[src/rtl/mode_output_arbiter_if.sv]
// Shared bundle between the mode arbiter, the per-channel sub-system tops and the board pins.
interface mode_output_arbiter_if #(
  parameter int unsigned NUM_CH = 3,
  parameter int unsigned LED_W  = 5
);
  localparam int unsigned CH_W = (NUM_CH > 1) ? $clog2(NUM_CH) : 1;

  logic [NUM_CH-1:0]       sel_req;
  logic [NUM_CH*4-1:0]     ch_fnd_com;
  logic [NUM_CH*8-1:0]     ch_fnd;
  logic [NUM_CH*LED_W-1:0] ch_led;
  logic [NUM_CH-1:0]       ch_tx;
  logic [NUM_CH-1:0]       ch_enable;
  logic [3:0]              fnd_com;
  logic [7:0]              fnd;
  logic [LED_W-1:0]        led;
  logic                    tx;
  logic [CH_W-1:0]         active_ch;
  logic                    switching;

  modport slave (
    input  sel_req, ch_fnd_com, ch_fnd, ch_led, ch_tx,
    output ch_enable, fnd_com, fnd, led, tx, active_ch, switching
  );

  modport master (
    output sel_req, ch_fnd_com, ch_fnd, ch_led, ch_tx,
    input  ch_enable, fnd_com, fnd, led, tx, active_ch, switching
  );
endinterface

[src/rtl/mode_output_arbiter.sv]
// Debounced switch-driven arbiter of NUM_CH sub-systems onto shared FND/LED/UART pins with a
// drain-then-blank switchover. Define AUTO_SCAN_EN to rotate channels while no switch is set.
module mode_output_arbiter #(
  parameter int unsigned NUM_CH         = 3,
  parameter int unsigned LED_W          = 5,
  parameter int unsigned STABLE_CYCLES  = 1000000,
  parameter int unsigned TX_IDLE_CYCLES = 10417,
  parameter int unsigned DRAIN_TIMEOUT  = 2000000,
  parameter int unsigned BLANK_CYCLES   = 100000,
  parameter int unsigned SCAN_CYCLES    = 300000000
) (
  input logic                  clk,
  input logic                  rst,
  mode_output_arbiter_if.slave bus
);
  localparam int unsigned CH_W = (NUM_CH > 1) ? $clog2(NUM_CH) : 1;
  localparam int unsigned SW   = $clog2(STABLE_CYCLES + 1);
  localparam int unsigned IW   = $clog2(TX_IDLE_CYCLES + 1);
  localparam int unsigned TM0  = (DRAIN_TIMEOUT > BLANK_CYCLES) ? DRAIN_TIMEOUT : BLANK_CYCLES;
  localparam int unsigned TM1  = (TM0 > SCAN_CYCLES) ? TM0 : SCAN_CYCLES;
  localparam int unsigned TW   = (TM1 > 2) ? $clog2(TM1) : 1;

  localparam logic [SW-1:0] StableMax = SW'(STABLE_CYCLES);
  localparam logic [IW-1:0] IdleDone  = IW'(TX_IDLE_CYCLES);
  localparam logic [TW-1:0] DrainLast = TW'(DRAIN_TIMEOUT - 1);
  localparam logic [TW-1:0] BlankLast = TW'(BLANK_CYCLES - 1);

  typedef enum logic [1:0] {StIdle, StActive, StDrain, StBlank} state_e;

  state_e            state_q, state_d;
  logic [CH_W-1:0]   act_q, act_d;
  logic [TW-1:0]     timer_q, timer_d;
  logic [IW-1:0]     idle_q, idle_d;
  logic [CH_W:0]     dec, samp_q, samp_d, tgt_q, tgt_d;
  logic [SW-1:0]     cnt_q, cnt_d;
  logic              tgt_valid;
  logic [CH_W-1:0]   tgt_idx;
  logic              cur_tx;
  logic [3:0]        com_q, com_d;
  logic [7:0]        fnd_q, fnd_d;
  logic [LED_W-1:0]  led_q, led_d;
  logic              tx_q, tx_d;
  logic [NUM_CH-1:0] enable;
`ifdef AUTO_SCAN_EN
  localparam logic [TW-1:0] ScanLast = TW'(SCAN_CYCLES - 1);
  logic [CH_W-1:0] scan_q, scan_d;
`endif

  assign tgt_valid = tgt_q[CH_W];
  assign tgt_idx   = tgt_q[CH_W-1:0];

  // Lowest set request bit wins; encoded as {valid, index}.
  always_comb begin
    dec = '0;
    for (int i = NUM_CH - 1; i >= 0; i--) begin
      if (bus.sel_req[i]) dec = {1'b1, CH_W'(i)};
    end
  end

  always_comb begin
    samp_d = dec;
    tgt_d  = tgt_q;
    if (dec != samp_q)          cnt_d = SW'(1);
    else if (cnt_q != StableMax) cnt_d = cnt_q + 1'b1;
    else                        cnt_d = cnt_q;
    if (cnt_d == StableMax) tgt_d = dec;
  end

  always_comb begin
    cur_tx = 1'b1;
    for (int i = 0; i < NUM_CH; i++) begin
      if (act_q == CH_W'(i)) cur_tx = bus.ch_tx[i];
    end
  end

  always_comb begin
    state_d = state_q;
    act_d   = act_q;
    timer_d = timer_q + 1'b1;
    idle_d  = '0;
`ifdef AUTO_SCAN_EN
    scan_d  = scan_q;
`endif
    unique case (state_q)
      StIdle: begin
        timer_d = '0;
        if (tgt_valid) state_d = StBlank;
`ifdef AUTO_SCAN_EN
        else begin
          state_d = StBlank;
          scan_d  = '0;
        end
`endif
      end
      StActive: begin
        if (tgt_valid) begin
          timer_d = '0;
          if (tgt_idx != act_q) state_d = StDrain;
        end else begin
`ifdef AUTO_SCAN_EN
          if (timer_q == ScanLast) begin
            state_d = StDrain;
            timer_d = '0;
            scan_d  = (act_q == CH_W'(NUM_CH - 1)) ? '0 : act_q + 1'b1;
          end
`else
          state_d = StDrain;
          timer_d = '0;
`endif
        end
      end
      StDrain: begin
        idle_d = cur_tx ? idle_q + 1'b1 : '0;
        // A target bouncing back to the live channel cancels the switch without blanking.
        if (tgt_valid && tgt_idx == act_q) begin
          state_d = StActive;
          timer_d = '0;
        end else if (idle_d == IdleDone || timer_q == DrainLast) begin
          state_d = StBlank;
          timer_d = '0;
        end
      end
      StBlank: begin
        if (timer_q == BlankLast) begin
          timer_d = '0;
          if (tgt_valid) begin
            state_d = StActive;
            act_d   = tgt_idx;
          end else begin
`ifdef AUTO_SCAN_EN
            state_d = StActive;
            act_d   = scan_q;
`else
            state_d = StIdle;
`endif
          end
        end
      end
    endcase
  end

  // Pin registers follow the next state so blanking lines up exactly with BLANK/IDLE.
  always_comb begin
    com_d = 4'hF;
    fnd_d = 8'hFF;
    led_d = '0;
    tx_d  = 1'b1;
    if (state_d == StActive || state_d == StDrain) begin
      for (int i = 0; i < NUM_CH; i++) begin
        if (act_d == CH_W'(i)) begin
          com_d = bus.ch_fnd_com[4*i +: 4];
          fnd_d = bus.ch_fnd[8*i +: 8];
          led_d = bus.ch_led[LED_W*i +: LED_W];
          tx_d  = bus.ch_tx[i];
        end
      end
    end
  end

  always_comb begin
    enable = '0;
    if (state_q == StActive || state_q == StDrain) begin
      for (int i = 0; i < NUM_CH; i++) begin
        if (act_q == CH_W'(i)) enable[i] = 1'b1;
      end
    end
  end

  always_ff @(posedge clk) begin
    if (!rst) begin
      state_q <= StIdle;
      act_q   <= '0;
      timer_q <= '0;
      idle_q  <= '0;
      samp_q  <= '0;
      cnt_q   <= '0;
      tgt_q   <= '0;
      com_q   <= 4'hF;
      fnd_q   <= 8'hFF;
      led_q   <= '0;
      tx_q    <= 1'b1;
`ifdef AUTO_SCAN_EN
      scan_q  <= '0;
`endif
    end else begin
      state_q <= state_d;
      act_q   <= act_d;
      timer_q <= timer_d;
      idle_q  <= idle_d;
      samp_q  <= samp_d;
      cnt_q   <= cnt_d;
      tgt_q   <= tgt_d;
      com_q   <= com_d;
      fnd_q   <= fnd_d;
      led_q   <= led_d;
      tx_q    <= tx_d;
`ifdef AUTO_SCAN_EN
      scan_q  <= scan_d;
`endif
    end
  end

  assign bus.ch_enable = enable;
  assign bus.fnd_com   = com_q;
  assign bus.fnd       = fnd_q;
  assign bus.led       = led_q;
  assign bus.tx        = tx_q;
  assign bus.active_ch = act_q;
  assign bus.switching = (state_q == StDrain) || (state_q == StBlank);
endmodule

[src/flat_wrapper.sv]
// flat-port wrapper written by rule: the top's interface ports become plain ports
module mode_output_arbiter_flat 
#(
  parameter int unsigned NUM_CH         = 3,
  parameter int unsigned LED_W          = 5,
  parameter int unsigned STABLE_CYCLES  = 1000000,
  parameter int unsigned TX_IDLE_CYCLES = 10417,
  parameter int unsigned DRAIN_TIMEOUT  = 2000000,
  parameter int unsigned BLANK_CYCLES   = 100000,
  parameter int unsigned SCAN_CYCLES    = 300000000
)
  (clk, rst, bus_sel_req, bus_ch_fnd_com, bus_ch_fnd, bus_ch_led, bus_ch_tx, bus_ch_enable, bus_fnd_com, bus_fnd, bus_led, bus_tx, bus_active_ch, bus_switching);
  mode_output_arbiter_if #(.NUM_CH(NUM_CH), .LED_W(LED_W)) bus_i ();
  input logic clk;
  input logic rst;
  input wire logic [$bits(bus_i.sel_req)-1:0] bus_sel_req;
  input wire logic [$bits(bus_i.ch_fnd_com)-1:0] bus_ch_fnd_com;
  input wire logic [$bits(bus_i.ch_fnd)-1:0] bus_ch_fnd;
  input wire logic [$bits(bus_i.ch_led)-1:0] bus_ch_led;
  input wire logic [$bits(bus_i.ch_tx)-1:0] bus_ch_tx;
  output wire logic [$bits(bus_i.ch_enable)-1:0] bus_ch_enable;
  output wire logic [$bits(bus_i.fnd_com)-1:0] bus_fnd_com;
  output wire logic [$bits(bus_i.fnd)-1:0] bus_fnd;
  output wire logic [$bits(bus_i.led)-1:0] bus_led;
  output wire logic [$bits(bus_i.tx)-1:0] bus_tx;
  output wire logic [$bits(bus_i.active_ch)-1:0] bus_active_ch;
  output wire logic [$bits(bus_i.switching)-1:0] bus_switching;
  assign bus_i.sel_req = bus_sel_req;
  assign bus_i.ch_fnd_com = bus_ch_fnd_com;
  assign bus_i.ch_fnd = bus_ch_fnd;
  assign bus_i.ch_led = bus_ch_led;
  assign bus_i.ch_tx = bus_ch_tx;
  assign bus_ch_enable = bus_i.ch_enable;
  assign bus_fnd_com = bus_i.fnd_com;
  assign bus_fnd = bus_i.fnd;
  assign bus_led = bus_i.led;
  assign bus_tx = bus_i.tx;
  assign bus_active_ch = bus_i.active_ch;
  assign bus_switching = bus_i.switching;
  mode_output_arbiter #(.NUM_CH(NUM_CH), .LED_W(LED_W), .STABLE_CYCLES(STABLE_CYCLES), .TX_IDLE_CYCLES(TX_IDLE_CYCLES), .DRAIN_TIMEOUT(DRAIN_TIMEOUT), .BLANK_CYCLES(BLANK_CYCLES), .SCAN_CYCLES(SCAN_CYCLES)) u_core (.clk(clk), .rst(rst), .bus(bus_i));
endmodule
[config.mk]
export PLATFORM = sky130hd
export DESIGN_NAME = mode_output_arbiter_flat
export DESIGN_NICKNAME = d
export VERILOG_FILES = /design/src/rtl/mode_output_arbiter_if.sv /design/src/rtl/mode_output_arbiter.sv /design/src/flat_wrapper.sv
export SDC_FILE = /design/constraint.sdc
export NUM_CORES = 1
export LEC_CHECK = 0
export CORE_UTILIZATION = 53
export DETAILED_ROUTE_END_ITERATION = 12
export PLACE_DENSITY = 0.8
export REMOVE_ABC_BUFFERS = 1
export SKIP_CTS_REPAIR_TIMING = 1
export SLEW_MARGIN = 20
export SYNTH_ARGS = -nofsm -noshare
export SYNTH_HDL_FRONTEND = slang
export SYNTH_SLANG_ARGS = --single-unit
[constraint.sdc]
create_clock -name clk -period 3.2 [get_ports clk]
set_input_delay 0.48 -clock clk [delete_from_list [all_inputs] [get_ports clk]]
set_output_delay 0.48 -clock clk [all_outputs]
set_load 0.03 [all_outputs]
==> results of run 1 <==
worst reg2reg max path: stages (launching register included):
cell      delay (ps)
dfxtp_1          470
nand4_1          170
or3_1            430
or4_1            500
o311ai_1         130
a41oi_2          230
a41oi_2          290
xor2_2           160
buf_4            240
and3_2           210
cells in the mapped netlist (13+ instances only):
| library cell | count |
|---|---|
| nand2_1 | 37 |
| inv_1 | 13 |
| clkbuf_1 | 13 |
| xnor2_1 | 24 |
| nand3_1 | 40 |
| mux2_2 | 17 |
| nand4_1 | 21 |
| and3_1 | 19 |
| dfxtp_1 | 91 |
| xor2_1 | 37 |
| nor2_1 | 79 |
| o22ai_1 | 13 |
sequential cells by signal, summed over array words and instances, names as in the netlist:
signal and flops:
u_core.timer_q 29, u_core.cnt_q 20, u_core.idle_q 14, u_core.bus.fnd 8, u_core.bus.led 5, u_core.bus.fnd_com 4, u_core.samp_q 3, u_core.tgt_q 3
u_core.bus.active_ch 2, u_core.state_q 2, u_core.bus.tx 1
layout make-up:
type                    count  share of cell area (%)
clock inverters             5                    1.01
repair buffers             90                    15.1
multi-input cells         422                    46.8
clock buffers              11                    2.60
inverters                  13                   0.838
flip-flops and latches     91                    31.3
well taps                 108                    2.32
kinds of logic after synthesis:
kind of cell | Yosys count | share of synthesized area, %
simple gates | 269 | 29.7
xor+xnor | 62 | 11.6
fa+ha+maj | 8 | 2.11
compound gates | 57 | 8.16
buf+inv | 37 | 3.99
mux | 26 | 5.94
flops | 91 | 38.5
metal layers:
layer	GRT usage [%]	part of all wire, %	vias up
met1	28.5	43	1961
met2	41.1	50	95
li1	-	-	2091
met4	6.86	1.6	0
met3	6.34	4.8	15
met5	0	0	-
power groups by stage:
stage / Sequential (mW) / Combinational, mW / Clock (mW)
finish: 1.18 / 0.372 / 0.813
detailed placement: 1.21 / 0.369 / 0
CTS: 1.18 / 0.373 / 0.828
global placement: 1.20 / 0.359 / 0
floorplan: 1.26 / 0.129 / 0
global route: 1.18 / 0.399 / 0.877
worst max path at each step:
stage | end | slack (ps) | cells past startpoint
2_1_floorplan | u_core.bus.fnd[0] | -140 | 8
3_3_place_gp | u_core.bus.led[4] | 500 | 10
3_5_place_dp | u_core.bus.led[4] | 370 | 10
4_1_cts | u_core.bus.led[1] | 350 | 9
5_1_grt | u_core.bus.led[1] | 120 | 9
6_report | u_core.bus.led[4] | 320 | 9
stage by stage:
step	setup slack (ps)	utilization (%)	hold slack, ps	instance area, um^2	TNS [ps]
2_1_floorplan	-143	-	430	4600	-1540
3_5_place_dp	370	64.7	452	5620	0
6_report	319	67.1	474	5830	0
3_3_place_gp	495	64.7	444	5620	0
4_1_cts	347	67.1	472	5830	0
5_1_grt	121	67.1	513	5830	0
==> flow_summary.ini, run 1 <==
[run_status]
outcome = finished clean

[final_layout]
n_antenna_cell = 0
fill_cells = 709
final_nets = 694
drive_gt1_share_pct = 10.4
mostFrequentLayoutCells = dfxtp_1 (91), clkdlybuf4s50_1 (82), nor2_1 (79), nand3_1 (40)
final_common_cell = dfxtp_1
multi_input_area_um2 = 2730
syn2layout_area_growth_pct = 23.0
layoutNonFillerInstCount = 740
regArea_um2 = 1820

[pwr]
power_frac_seq_pct = 49.9
finalPower_mw = 2.37
switchingPower_mw = 0.615
switching_share_pct = 26.0
clkPwrFrac_pct = 34.4
pwr_density_cell_nw_per_um2 = 406
ir_worst_vdd_v = 0.000284
p_int_mw = 1.75
p_leak_nw = 2.05
comb_power_share_pct = 15.7

[worst_hold_path]
hold_class = reg -> reg
hold_end = u_core.timer_q[0]
whs_path_depth = 1
min_from = u_core.timer_q[0]

[place]
dp_cells = 724
place.gp.congestion = 0.797
io_buffers = 82
dp_hpwl_um = 7700

[critical_path]
worstPathMaxFanout = 18
crit_family = simple AND/OR/NAND/NOR gates
cpMostUsedCell = a41oi_2
crit_required_ps = 3500
worstPathCellList = nand4_1 > or3_1 > or4_1 > o311ai_1 > a41oi_2 > a41oi_2 > xor2_2 > buf_4 > and3_2
end_kind = flip-flop
start_kind = flip-flop
startpoint = u_core.idle_q[2]
path_class = reg -> reg
r2r-end = u_core.bus.led[4]
r2r-start = u_core.idle_q[2]
worstRegToRegCells = 9
cp_slowest_cell = or4_1
worstPathArrival_ps = 3180
worst-path-buf-inv = 1
crit_path_max_incr_delay_ps = 500
regToRegSetupSlack_ps = 320

[clocking]
htree_levels = 3
numCtsBuffers = 9
ctsRootBufferMaster = clkbuf_8
cts_tree = yes
max-clock-path-buffers = 2
cts_sinks = 91
insertion_delay_ps = 360
path_clk_slew_ps = 80

[die]
die-area_um2 = 9320
dieHeight_um = 96.5
core_um2 = 8680
fp.dieW_um = 96.5
fp-row-count = 34
ioPinCount = 83
start_util_pct = 54.6

[logic_synthesis]
ys.flop_type = dfxtp_1
syn_inst = 550
syn_area_um2 = 4740
yosys_warnings = 0
ys_seq_area_share_pct = 38.5
yosys.cell_types.count = 60
yosysTopAreaCellShare_pct = 38.5
synth_edf_count = 0
yosys.area.top_type = dfxtp_1
synth_area_leaders = dfxtp_1 (38%), xor2_1 (6.8%), nor2_1 (6.3%)
ys_ff_latch = 91
async_flop_share_pct = 0
synth_area_per_cell_um2 = 8.61

[global_routing]
overflow = 0
grt_pass1_wl_um = 17400
grt_pass1_vias = 3942
antenna_found_initial = 0
grt_max_degree = 29
grt_usage_pct = 23.6

[routing]
drt_pass1_iterations = 5
dr_total_vias = 4162
drcViolationCount = 0
postRouteAntennaNets = 0
drtIter0Drc = 156
routed_via_density = 5.62
wirelength_um = 10700
wl_per_cell_um = 14.5

[timing]
period_needed_ps = 2880
hold_violations = 0
setup_viol = 0
grt_setup_unrepaired = false
finalCritPeriodShare_pct = 90.0
clock_skew_ps = 17.8
slew_viol_final = 0
fmax_ghz = 0.347
slew_headroom_pct = 56.5
worst_slew_pin_slew_ps = 651

[run]
drv_cap = 0
(Power assumes the default switching activity.)
==> run 2: changes to the inputs <==
--- a/config.mk
+++ b/config.mk
@@ -5,9 +5,9 @@
 export SDC_FILE = /design/constraint.sdc
 export NUM_CORES = 1
 export LEC_CHECK = 0
-export CORE_UTILIZATION = 53
+export CORE_UTILIZATION = 45
 export DETAILED_ROUTE_END_ITERATION = 12
-export PLACE_DENSITY = 0.8
+export PLACE_DENSITY = 0.7
 export REMOVE_ABC_BUFFERS = 1
 export SKIP_CTS_REPAIR_TIMING = 1
 export SLEW_MARGIN = 20
==> run 2 against run 1 <==
Clock power decreased by 13%. Routed wire length decreased by 6.0%. Register-to-register slack improved by 70 ps. Critical path type unchanged. Critical path depth unchanged. Clock skew decreased by 7.7 ps. Highest routed layer unchanged. Sequential power about the same.
==> flow_summary.ini, run 2 (synthesis gave the netlist of run 1 again) <==
[routing]
postRouteAntennaNets = 0
wl_met2_um = 4850
met1Wirelength_um = 4650
drcViolationCount = 0
wl_per_cell_um = 13.1
dr_wl_met3_um = 463
drt_pass1_iterations = 5
drtIter0Drc = 193
wirelength_um = 10100
top_layer = met4
routed_via_density = 5.28
dr_total_vias = 4059

[pwr]
ir_worst_vdd_v = 0.000241
p_leak_nw = 2.04
pwr_density_cell_nw_per_um2 = 386

[run_status]
outcome = finished clean

[final_layout]
largest_register = u_core.timer_q
mostFrequentLayoutCells = dfxtp_1 (91), clkdlybuf4s50_1 (82), nor2_1 (79), nand3_1 (40)
layoutNonFillerInstCount = 769
largest_register_ffs = 29
n_antenna_cell = 0
final_common_cell = dfxtp_1
fin_util_pct = 56.8
multi_input_area_um2 = 2730
biggestRegsByFlops = u_core.timer_q: 29 flops, u_core.cnt_q: 20 flops, u_core.idle_q: 14 flops
final_nets = 695
syn2layout_area_growth_pct = 23.3
drive_gt1_share_pct = 10.4
fill_cells = 957
regArea_um2 = 1820

[run]
drv_cap = 0

[clocking]
max-clock-path-buffers = 2
numCtsBuffers = 9
ctsRootBufferMaster = clkbuf_8
htree_levels = 3
insertion_delay_ps = 360
path_clk_slew_ps = 80
cts_tree = yes
cts_sinks = 91

[critical_path]
crit_family = simple AND/OR/NAND/NOR gates
cpMostUsedCell = a41oi_2
worst-path-buf-inv = 1
crit_path_max_incr_delay_ps = 490
crit_required_ps = 3500
regToRegSetupSlack_ps = 390
worstPathCellList = nand3_2 > or3_1 > or4_1 > o311ai_1 > a41oi_2 > a41oi_2 > xor2_2 > buf_4 > and3_2
cp_slowest_cell = or4_1
worstPathMaxFanout = 18
r2r-start = u_core.idle_q[3]
end_kind = flip-flop
worstRegToRegCells = 9
start_kind = flip-flop
worstPathArrival_ps = 3110
r2r-end = u_core.bus.led[3]
startpoint = u_core.idle_q[3]
path_class = reg -> reg

[global_routing]
grt_pass1_vias = 3820
antenna_found_initial = 0
grt_pass1_wl_um = 17300
overflow = 0
grt_max_degree = 29
grt_usage_pct = 19.0

[die]
start_util_pct = 46.1
fp.dieW_um = 105
fp-row-count = 37
core_um2 = 10300
ioPinCount = 83
dieHeight_um = 105
die-area_um2 = 10900

[timing]
setup-tns-final_ps = 0
setup_viol = 0
setup_slack_ps = 390
grt_setup_unrepaired = false
finalCritPeriodShare_pct = 87.8
period_needed_ps = 2810
hold_violations = 0
clock_skew_ps = 10.0
worst_slew_pin_slew_ps = 672
slew_headroom_pct = 55.1
fmax_ghz = 0.356
slew_viol_final = 0

[place]
dp_cells = 753
io_buffers = 82
dp_hpwl_um = 7510
dpl_worst_slack_ps = 381
place.gp.congestion = 0.836

[worst_hold_path]
hold_end = u_core.timer_q[0]
whs_path_depth = 1
hold_class = reg -> reg
min_from = u_core.timer_q[0]
[run 2: changes by cell type in the layout (fill, tap and decap cells not counted)]
cell       change
bufinv_16      -1
buf_4          +1
inv_6          -1
clkinv_2       +1
clkbuf_1       +1
[run 2: routing by layer]
metal,global-route usage [%],up-vias
li1,-,2083
met1,23.9,1884
met2,32.1,82
met3,4.49,10
met4,6.14,0
met5,0,-
[run 2: area by class of cell]
| class | count | share of cell area (%) |
|---|---|---|
| multi-input combinational | 422 | 46.7 |
| timing repair buffer | 91 | 15.2 |
| tap | 136 | 2.91 |
| clock inverter | 4 | 0.429 |
| inverter | 13 | 0.836 |
| clock buffer | 12 | 2.66 |
| sequential | 91 | 31.2 |
[run 2: power by group]
part | switching, mW | internal (mW) | total, mW
Clock | 0.388 | 0.322 | 0.711
Sequential | 0.0130 | 1.17 | 1.18
Combinational | 0.188 | 0.179 | 0.367
[run 2: worst max path at each step]
stage	to	depth (start not counted)
after floorplan	u_core.bus.fnd[0]	8
after global placement	u_core.bus.led[1]	10
after detailed placement	u_core.bus.led[3]	9
after CTS	u_core.bus.led[3]	9
after global routing	u_core.bus.led[3]	9
final	u_core.bus.led[3]	9
[run 2: through the flow]
step / hold WS, ps / power, mW / instance area (um^2)
after floorplan: 430 / 1.39 / 4600
after global placement: 445 / 1.57 / 5660
after detailed placement: 452 / 1.57 / 5660
after CTS: 473 / 2.28 / 5840
after global routing: 496 / 2.36 / 5840
final: 463 / 2.26 / 5840
==> run 3: changes to the inputs <==
--- a/config.mk
+++ b/config.mk
@@ -10,6 +10,7 @@
 export PLACE_DENSITY = 0.7
 export REMOVE_ABC_BUFFERS = 1
 export SKIP_CTS_REPAIR_TIMING = 1
+export SKIP_LAST_GASP = 1
 export SLEW_MARGIN = 20
 export SYNTH_ARGS = -nofsm -noshare
 export SYNTH_HDL_FRONTEND = slang
==> constraint.sdc (replaced) <==
create_clock -name clk -period 3 [get_ports clk]
set_input_delay 0.45 -clock clk [delete_from_list [all_inputs] [get_ports clk]]
set_output_delay 0.45 -clock clk [all_outputs]
set_load 0.03 [all_outputs]
==> run 3 against run 2 <==
Clock skew rose by 1.3 ps. First-iteration DRC count fell by 14%. Clock-buffer cell count did not move. Critical path depth did not move. Core utilization rose by 0.17 points. Flip-flop and latch count did not move. Sequential share of layout area fell by 0.072 points. Via count rose by 1.5%. Critical path type unchanged. Power rose by 7.3%. Fmax rose by 0.95%. Combinational power rose by 6.3%.
==> flow_summary.ini, run 3 (synthesis gave the netlist of run 1 again) <==
[run_status]
outcome = finished clean

[die]
core_um2 = 10300
die-area_um2 = 10900
dieHeight_um = 105
fp.dieW_um = 105
fp-row-count = 37
start_util_pct = 46.1
ioPinCount = 83

[worst_hold_path]
hold_class = reg -> reg
hold_end = u_core.timer_q[0]
whs_path_depth = 1
min_from = u_core.timer_q[0]

[place]
place.gp.congestion = 0.838
dp_hpwl_um = 7670
detailed_place.area_um2 = 5670
io_buffers = 82

[final_layout]
largest_register_ffs = 29
final_nets = 697
fin_util_pct = 57.0
biggestRegsByFlops = u_core.timer_q: 29 flops, u_core.cnt_q: 20 flops, u_core.idle_q: 14 flops
drive_gt1_share_pct = 10.6
mostFrequentLayoutCells = dfxtp_1 (90), clkdlybuf4s50_1 (82), nor2_1 (79), nand3_1 (40)
final_common_cell = dfxtp_1
largest_register = u_core.timer_q
design_area_um2 = 5860
syn2layout_area_growth_pct = 23.6
n_antenna_cell = 0

[critical_path]
r2r-start = u_core.idle_q[4]
worstPathMaxFanout = 18
r2r-end = u_core.bus.led[0]
regToRegSetupSlack_ps = 220
end_kind = flip-flop
start_kind = flip-flop
worstPathArrival_ps = 3080
worstRegToRegCells = 9
path_class = reg -> reg
crit_required_ps = 3300

[clocking]
htree_levels = 3
path_clk_slew_ps = 80
max-clock-path-buffers = 2
cts_tree = yes
ctsRootBufferMaster = clkbuf_8
insertion_delay_ps = 350
numCtsBuffers = 9
cts_sinks = 91

[routing]
wl_per_cell_um = 13.4
drtIter0Drc = 166
wirelength_um = 10300
dr_total_vias = 4120
routed_via_density = 5.35
postRouteAntennaNets = 0
drcViolationCount = 0
drt_pass1_iterations = 4

[timing]
setup-tns-final_ps = 0
period_needed_ps = 2780
grt_setup_unrepaired = false
setup_viol = 0
slew_viol_final = 0
hold_violations = 0
clock_skew_ps = 11.3
fmax_ghz = 0.359
worst_slew_pin_slew_ps = 642
finalCritPeriodShare_pct = 92.8
slew_headroom_pct = 57.1

[global_routing]
overflow = 0
grt_max_degree = 29
grt_pass1_wl_um = 17600
antenna_found_initial = 0
grt_usage_pct = 19.3
grt_pass1_vias = 3956

[run]
drv_cap = 0

[pwr]
p_int_mw = 1.81
p_leak_nw = 2.06
clkPwrFrac_pct = 32.0
ir_worst_vdd_v = 0.000406
power_frac_seq_pct = 51.9
comb_power_share_pct = 16.1
switchingPower_mw = 0.607
switching_share_pct = 25.1
pwr_density_cell_nw_per_um2 = 413
[run 3: cell count changes in the layout (fill, tap and decap cells not counted), sizes merged]
cell,before,now
buf,9,11
clkinvlp,2,0
bufinv,0,1
[run 3: worst max path at each step]
stage                            from                 to  slack, ps  depth (start not counted)
global route         u_core.idle_q[4]  u_core.bus.led[4]          3                          9
global placement     u_core.idle_q[3]  u_core.bus.led[1]        310                          9
finish               u_core.idle_q[4]  u_core.bus.led[0]        220                          9
floorplan           u_core.timer_q[0]  u_core.bus.fnd[0]       -340                          8
CTS                  u_core.idle_q[3]  u_core.bus.led[0]        170                          9
detailed placement   u_core.idle_q[3]  u_core.bus.led[0]        200                          9
[run 3: power groups by stage]
stage	logic (mW)	registers [mW]	clock network (mW)
2_1_floorplan	0.137	1.35	0
3_3_place_gp	0.386	1.28	0
3_5_place_dp	0.392	1.29	0
4_1_cts	0.394	1.26	0.805
5_1_grt	0.422	1.26	0.855
6_report	0.390	1.26	0.774
[run 3: area by class of cell]
cell class | instances | area [um^2]
Tap cell | 136 | 170
Timing Repair Buffer | 93 | 903
Clock inverter | 3 | 40.0
Fill cell | 951 | 4420
Sequential cell | 91 | 1820
Multi-Input combinational cell | 422 | 2740
Clock buffer | 12 | 135
Inverter | 13 | 48.8
[run 3: through the flow]
step / power [mW] / setup WS (ps) / hold WS (ps) / cells
2_1_floorplan: 1.48 / -343 / 430 / 526
3_5_place_dp: 1.68 / 203 / 460 / 755
3_3_place_gp: 1.67 / 311 / 446 / 755
5_1_grt: 2.54 / 3.19 / 492 / 770
4_1_cts: 2.46 / 174 / 480 / 770
6_report: 2.42 / 217 / 469 / 770
[run 3: critical path, stage by stage, from the launching register on]
cell	delay (ps)
dfxtp_1	410
nand3_2	140
or3_1	450
or4_1	490
o311ai_1	150
a41oi_2	240
a41oi_2	280
xor2_2	150
buf_4	230
and3_2	200
[run 3: layer usage]
layer | GRT usage, % | vias to the layer above | share of wire, %
met5 | 0 | - | 0
met4 | 5.13 | 0 | 1.0
met3 | 5.12 | 8 | 3.9
met2 | 33.5 | 62 | 49
met1 | 23.6 | 1966 | 46
li1 | - | 2084 | -
